==> src/rtl/pulp_cluster_package.sv <==
// Cluster-wide constants shared by peripheral interconnect blocks.
package pulp_cluster_package;

  localparam int unsigned PER_NB_OUPS         = 8;
  localparam int unsigned PER_MAX_OUTSTANDING = 4;
  localparam int unsigned PER_ADDR_W          = 32;

endpackage : pulp_cluster_package

==> src/rtl/per_demux_ordered.sv <==
// Peripheral demultiplexer that keeps responses in grant order by only
// allowing outstanding requests towards a single target at a time.
module per_demux_ordered
  import pulp_cluster_package::*;
#(
  parameter int unsigned NB_OUPS         = PER_NB_OUPS,
  parameter int unsigned DATA_W          = 32,
  parameter int unsigned MAX_OUTSTANDING = PER_MAX_OUTSTANDING
) (
  input  logic                               clk_i,
  input  logic                               rst_ni,
  input  logic [$clog2(NB_OUPS)-1:0]         sel_i,
  input  logic                               m_req_i,
  input  logic [PER_ADDR_W-1:0]              m_add_i,
  input  logic                               m_wen_i,
  input  logic [DATA_W-1:0]                  m_wdata_i,
  input  logic [DATA_W/8-1:0]                m_be_i,
  output logic                               m_gnt_o,
  output logic                               m_r_valid_o,
  output logic [DATA_W-1:0]                  m_r_rdata_o,
  output logic                               m_r_opc_o,
  output logic [NB_OUPS-1:0]                 s_req_o,
  output logic [PER_ADDR_W-1:0]              s_add_o,
  output logic                               s_wen_o,
  output logic [DATA_W-1:0]                  s_wdata_o,
  output logic [DATA_W/8-1:0]                s_be_o,
  input  logic [NB_OUPS-1:0]                 s_gnt_i,
  input  logic [NB_OUPS-1:0]                 s_r_valid_i,
  input  logic [NB_OUPS-1:0][DATA_W-1:0]     s_r_rdata_i,
  input  logic [NB_OUPS-1:0]                 s_r_opc_i,
  output logic                               stray_rsp_o
);

  localparam int unsigned SEL_W = $clog2(NB_OUPS);
  localparam int unsigned CNT_W = $clog2(MAX_OUTSTANDING + 1);

  logic [SEL_W-1:0]   r_cur_idx;
  logic [CNT_W-1:0]   r_cnt;
  logic               w_cnt_zero;
  logic               w_full;
  logic               w_allow;
  logic               w_fire;
  logic [NB_OUPS-1:0] w_exp_mask;

  // Request-side and response-side steering; full count never bypasses.
  always_comb begin
    w_cnt_zero  = (r_cnt == '0);
    w_full      = (r_cnt >= CNT_W'(MAX_OUTSTANDING));
    w_allow     = (w_cnt_zero || (sel_i == r_cur_idx)) && !w_full;
    w_fire      = m_req_i && w_allow;
    s_req_o     = '0;
    if (w_fire) s_req_o[sel_i] = 1'b1;
    m_gnt_o     = w_fire && s_gnt_i[sel_i];
    w_exp_mask  = '0;
    if (!w_cnt_zero) w_exp_mask[r_cur_idx] = 1'b1;
    m_r_valid_o = |(s_r_valid_i & w_exp_mask);
    m_r_rdata_o = m_r_valid_o ? s_r_rdata_i[r_cur_idx] : '0;
    m_r_opc_o   = m_r_valid_o ? s_r_opc_i[r_cur_idx] : 1'b0;
    stray_rsp_o = |(s_r_valid_i & ~w_exp_mask);
  end

  assign s_add_o   = m_add_i;
  assign s_wen_o   = m_wen_i;
  assign s_wdata_o = m_wdata_i;
  assign s_be_o    = m_be_i;

  // Outstanding tracker: simultaneous grant and response cancel out.
  always_ff @(posedge clk_i or negedge rst_ni) begin
    if (!rst_ni) begin
      r_cur_idx <= '0;
      r_cnt     <= '0;
    end else begin
      if (m_gnt_o) r_cur_idx <= sel_i;
      case ({m_gnt_o, m_r_valid_o})
        2'b10:   r_cnt <= r_cnt + CNT_W'(1);
        2'b01:   r_cnt <= r_cnt - CNT_W'(1);
        default: r_cnt <= r_cnt;
      endcase
    end
  end

endmodule : per_demux_ordered

==> config.mk <==
export PLATFORM = sky130hd
export DESIGN_NAME = per_demux_ordered
export DESIGN_NICKNAME = d
export VERILOG_FILES = /design/src/rtl/pulp_cluster_package.sv /design/src/rtl/per_demux_ordered.sv
export SDC_FILE = /design/constraint.sdc
export NUM_CORES = 1
export LEC_CHECK = 0
export CAP_MARGIN = 20
export CORE_AREA = 2 2 183 185
export CTS_BUF_LIST = sky130_fd_sc_hd__clkbuf_16
export CTS_CLUSTER_DIAMETER = 80
export DETAILED_ROUTE_END_ITERATION = 12
export DIE_AREA = 0 0 185 187
export PLACE_DENSITY_LB_ADDON = 0.2
export SYNTH_ARGS = -nofsm -noshare
export SYNTH_HDL_FRONTEND = slang
export SYNTH_SLANG_ARGS = --single-unit
==> constraint.sdc <==
create_clock -name clk_i -period 4.18 [get_ports clk_i]
set_clock_uncertainty 0.15 [all_clocks]
set_input_delay 0.418 -clock clk_i [delete_from_list [all_inputs] [get_ports clk_i]]
set_output_delay 0.418 -clock clk_i [all_outputs]
set_load 0.01 [all_outputs]
# Word level (Yosys, flattened, before mapping)
# Cells that the tools add are included.
dict set report totals {
  latch_bits 0
  ff_bits 6
  wordCells 41
  mem_bits_ro 0
  mem_count 0
  inputBits 355
  ram_bits 0
  out_inout_bits 113
}
dict set report op_classes {
  n_reduce_logical 11
  n_mul 0
  bitwise_logic 3
  eq_ne 3
  mux 15
  n_shift 0
  order_cmp 5
  n_div 0
  n_addsub 2
}
# cell count
set ops {}
lappend ops {{32-bit binary-select mux with 3-bit select} 1}
lappend ops {{32-bit 2-to-1 mux} 2}
lappend ops {{8-bit AND} 2}
lappend ops {{8-bit 2-to-1 mux} 2}
lappend ops {{8-bit OR reduction} 2}
lappend ops {{3-bit by 4-bit < comparator with 1-bit output (second input constant)} 2}
lappend ops {{8-bit NOT} 1}
lappend ops {{1-bit binary-select mux with 3-bit select} 2}
lappend ops {{1-bit demux with 3-bit select} 2}
lappend ops {{3-bit by 1-bit greater-or-equal comparator with 1-bit output (second input constant)} 2}
lappend ops {{3-bit one-hot mux with 2 select lines} 1}
lappend ops {{1-bit logical AND} 5}
lappend ops {{1-bit 2-to-1 mux} 5}
lappend ops {{3-bit by 1-bit adder with 3-bit output (second input constant)} 1}
lappend ops {{3-bit == test} 1}
lappend ops {{3-bit greater-or-equal comparator (second input constant)} 1}
lappend ops {{3-bit logical NOT} 1}
lappend ops {{3-bit by 1-bit subtractor with 3-bit output (second input constant)} 1}
lappend ops {{2-bit by 1-bit == test with 1-bit output (second input constant)} 1}
lappend ops {{2-bit == test (second input constant)} 1}
lappend ops {{2-bit nonzero test} 1}
lappend ops {{1-bit logical NOT} 1}
lappend ops {{1-bit logical OR} 1}

# Logic depth before layout (Yosys ltp)
dict set report depth {
  word_depth 9
  depth_mapped 11
  ltp_nobuf 10
}

# Least setup slack after synthesis
# No wires, ideal clock.
dict set report synth_timing {
  path_type {input-to-reg}
  from {input port sel_i[0]}
  to {register r_cnt[2]}
  setup_ps 79
  arrival_ps 2335
  path_stages 10
  required_time_ps 3951
  path_buffers 1
  path_slack_ps 1615
  path_cell_list {buf_2 mux4_2 nand2b_1 nand2b_1 ha_1 inv_1 fa_1 xor2_1 nor2_1 xor2_1}
}
dict set report synth_between {
  elab_chain_len 7
  word_cells_on_any_way 11
  classes_between {3 x eq/ne; 3 x mux; 5 x reduce/logical}
}
# element line_no
set synth_rtl {}
lappend synth_rtl {{from (decl)} per_demux_ordered.sv:12} ;# input logic [$clog2(NB_OUPS)-1:0] sel_i,
lappend synth_rtl {{branches (longest 4 deep; another with 1-bit binary-select mux with 3-bit select)} n/a}
lappend synth_rtl {{1-bit logical AND (*)} per_demux_ordered.sv:53} ;# m_gnt_o = w_fire && s_gnt_i[sel_i];
lappend synth_rtl {{2-bit by 1-bit == test with 1-bit output or 2-bit == test (tied branches)} per_demux_ordered.sv:74} ;# case ({m_gnt_o, m_r_valid_o})
lappend synth_rtl {{3-bit one-hot mux with 2 select lines or 2-bit nonzero test (tied branches)} n/a}
lappend synth_rtl {{to (signal assigned)} per_demux_ordered.sv:75} ;# 2'b10: r_cnt <= r_cnt + CNT_W'(1);
lappend synth_rtl {{to (signal assigned)} per_demux_ordered.sv:76} ;# 2'b01: r_cnt <= r_cnt - CNT_W'(1);
lappend synth_rtl {{to (signal assigned)} per_demux_ordered.sv:77} ;# default: r_cnt <= r_cnt;
lappend synth_rtl {{to (decl)} per_demux_ordered.sv:38} ;# logic [CNT_W-1:0] r_cnt;
# Mark *: on every way between the ends. The select of a mux whose other input is x is not followed.
# A chain may end at the register's enable or synchronous reset.

# Final worst setup path
dict set report layout_timing {
  from {register r_cur_idx[2]}
  to {output port m_r_rdata_o[30]}
}
dict set report layout_between {
  elab_chain_len 8
  word_cells_on_any_way 11
  classes_between {2 x order compare; 6 x mux; 1 x bitwise; 2 x reduce/logical}
}
# element line_no
set layout_rtl {}
lappend layout_rtl {{from (decl)} per_demux_ordered.sv:37} ;# logic [SEL_W-1:0] r_cur_idx;
lappend layout_rtl {{from (signal assigned)} per_demux_ordered.sv:73} ;# if (m_gnt_o) r_cur_idx <= sel_i;
lappend layout_rtl {{3-bit by 4-bit < comparator with 1-bit output (implied by the code) or 3-bit by 1-bit greater-or-equal comparator with 1-bit output (tied branches)} per_demux_ordered.sv:55} ;# if (!w_cnt_zero) w_exp_mask[r_cur_idx] = 1'b1;
lappend layout_rtl {{1-bit logical AND (implied by the code)} per_demux_ordered.sv:55}
lappend layout_rtl {{1-bit 2-to-1 mux (implied by the code)} per_demux_ordered.sv:55}
lappend layout_rtl {{1-bit demux with 3-bit select} per_demux_ordered.sv:55}
lappend layout_rtl {{8-bit 2-to-1 mux} per_demux_ordered.sv:55}
lappend layout_rtl {{8-bit AND} per_demux_ordered.sv:56} ;# m_r_valid_o = |(s_r_valid_i & w_exp_mask);
lappend layout_rtl {{8-bit OR reduction} per_demux_ordered.sv:56}
lappend layout_rtl {{32-bit 2-to-1 mux (*)} per_demux_ordered.sv:57} ;# m_r_rdata_o = m_r_valid_o ? s_r_rdata_i[r_cur_idx] : '0;
lappend layout_rtl {{to (decl)} per_demux_ordered.sv:20} ;# output logic [DATA_W-1:0] m_r_rdata_o,
# Mark *: on every way between the ends. The rest lies on a longest branch, timed or not. The select of a mux whose other input is x is not followed.

==> flow_summary.toml <==
[cts]
clk_latency_ps = 230
numCtsBuffers = 3
clockRootBuffer = "clkbuf_16"
clock_path_buffers = 2
cts.sinks = 6
clkTransAtPathRegs_ps = 40
cts_hold_buf = 0
cts-resized-gates = 0
cts.htree.levels = 1
cts_setup_buffers = 0
cts_tree = "done"

[timing]
fmax_ghz = 0.282
slew_headroom_pct = 38.6
fin_crit_ps = 3540
setup-tns-final_ps = 0
finalCritPeriodShare_pct = 84.7
fin_ws_ps = 640
hold_viol = 0
rsz0062_at_grt = "no"
drv_slew = 0
setup_viol = 0
worstMarginPinSlew_ps = 918

[critical_path]
r2r-end = "r_cnt[2]"
timing.critical_path.from_type = "flip-flop"
reg2reg_slack_ps = 900
end_kind = "output pin"
required_ps = 3610
critPathMaxFanout = 34
ff2ff_path_depth = 9
regToRegStartpoint = "r_cur_idx[2]"
cp.arrival_ps = 2970
critical_path_class = "reg2out"

[logic_synthesis]
synth.area.top_cells = "mux2i_1 (38%), buf_4 (15%), a22oi_1 (14%), and3_1 (5.4%), dfrtp_1 (4.3%)"
synthCells = 426
synthesis.nets = 783
synth_warnings = 0
synthDominantCellAreaShare_pct = 38.3
synth_cell_type_count = 46
avgSynthCellArea_um2 = 8.23
async_flop_share_pct = 100
netlist_area_mm2 = 0.00350
synth_seq_area_share_pct = 4.28
synth_edf_count = 0
ys_ff_latch = 6
synth_area_leader_cell = "mux2i_1"
synth_ff_type = "dfrtp_1"

[pwr]
ir_drop_uv = 240
powerDensity_mw_per_mm2 = 433
internal-power_mw = 1.61
seqPwrFrac_pct = 5.1
pwr-share-comb_pct = 89.5
clock_power_share_pct = 5.4
p_switching_mw = 1.35
switching_share_pct = 45.7
leakagePower_nw = 2.94

[die]
initial_core_util_pct = 10.7
ios = 468
fp.dieW_um = 185
rows = 67
dieHeight_um = 187
core_area_mm2 = 0.0329
die-area_mm2 = 0.0346

[finish]
final_core_util_pct = 20.8
fill_cells = 3659
drive_gt1_share_pct = 4.37
finalInstanceArea_mm2 = 0.00685
final_cell_mix = "clkdlybuf4s50_1 (329), mux2i_1 (134), a22oi_1 (65)"
diodes = 0
layout.nets = 1021
fin_cells = 1111
multi_input_area_mm2 = 0.00263
regArea_um2 = 154
area_growth_pct = 95.5
final_common_cell = "clkdlybuf4s50_1"

[run_status]
status = "complete, no violations"

[route]
antenna_left = 0
route.detailed.drc = 0
wl_per_cell_um = 17.5
wirelength_mm = 19.4
vias = 4227
via_per_inst = 3.80
firstDrtPassIters = 4
drt_iter0_markers = 115

[grt]
grt_util_met1_pct = 11.3
grt_use_met3_pct = 2.24
grt_max_degree = 71
grt.total_usage_pct = 10.5
busiest_layer = "met2"
grt_use_met2_pct = 19.6
grt_first_pass_wirelength_mm = 27.4
antenna_found_initial = 0
grt-ovfl-total = 0
grt_pass1_vias = 4456

[placed_design]
preCtsSetupSlack_ps = 650
port-buffer-count = 329
dpl_cell_area_mm2 = 0.00677
dp.cells = 1107
globalplace.congestion = 0.753
hpwl_mm = 16.1

[min_path]
hold_path_class = "in2async"

[flow_run]
cap_violations = 0
per-layer routing:
| layer | vias to the layer above | part of all wire [%] |
|---|---|---|
| met2 | 223 | 50 |
| met4 | 0 | 4.0 |
| li1 | 2019 | - |
| met5 | - | 0 |
| met3 | 63 | 8.6 |
| met1 | 1922 | 37 |
flip-flops by register name, indices dropped and copies added (netlist names):
name / cells
r_cnt: 3
r_cur_idx: 3
stage by stage:
step	total power, mW	hold WS (ps)
CTS	3.04	313
global placement	2.88	349
floorplan	1.74	-27.6
finish	2.96	304
global route	3.21	334
detailed placement	2.87	349
power groups by stage:
stage | sequential (mW) | clock, mW | combinational, mW
2_1_floorplan | 0.111 | 0 | 1.63
3_3_place_gp | 0.154 | 0 | 2.73
3_5_place_dp | 0.153 | 0 | 2.71
4_1_cts | 0.153 | 0.163 | 2.72
5_1_grt | 0.162 | 0.167 | 2.88
6_report | 0.152 | 0.159 | 2.65
layout make-up:
type                            instances  area share [%]
Timing Repair Buffer                  340            49.6
Tap cell                              448            8.18
Sequential cell                         6            2.25
Clock inverter                          1          0.0548
Multi-Input combinational cell        306            38.4
Inverter                                7           0.383
Clock buffer                            3            1.10
cells by family (layout without fill, tap and decap cells):
group / count (synthesis) / in the layout / synth area share, %
adders and majority gates: 2 / 2 / 0.928
muxes: 140 / 140 / 42.1
buffers and inverters: 114 / 351 / 21.3
xor gates and xnor gates: 6 / 6 / 1.50
DFF: 6 / 6 / 4.28
AOI/OAI and AO/OA: 81 / 81 / 17.2
and+or+nand+nor: 77 / 77 / 12.7
worst max-delay path, stage by stage (launching register included):
cell and delay (ps):
dfrtp_1 750, mux4_1 290, mux2i_2 110, nor2_4 710
and3_2 330, clkdlybuf4s50_1 530
worst max-delay path by stage:
| stage | startpoint | to | slack (ps) | depth (start not counted) |
|---|---|---|---|---|
| after global placement | s_r_valid_i[7] | m_r_rdata_o[30] | 670 | 6 |
| after global routing | r_cur_idx[2] | m_r_opc_o | 420 | 5 |
| after floorplan | sel_i[0] | r_cnt[2] | 1620 | 10 |
| after CTS | r_cur_idx[2] | m_r_rdata_o[30] | 550 | 5 |
| after detailed placement | s_r_valid_i[7] | m_r_rdata_o[30] | 650 | 6 |
| final | r_cur_idx[2] | m_r_rdata_o[30] | 640 | 5 |
cell usage after synthesis (2+ instances only):
cell	number
a21oi_1	2
a22oi_1	65
a2bb2oi_1	2
and3_1	30
and3_2	2
buf_2	17
buf_4	71
buf_6	4
clkbuf_1	15
dfrtp_1	6
inv_1	7
mux2i_1	134
mux4_1	2
mux4_2	3
nand2_1	6
nand2b_1	6
nand3_1	3
nor2_1	11
nor2b_1	3
nor3_1	5
nor4_1	2
o21ai_0	2
xor2_1	5
(Power assumes the default switching activity.)
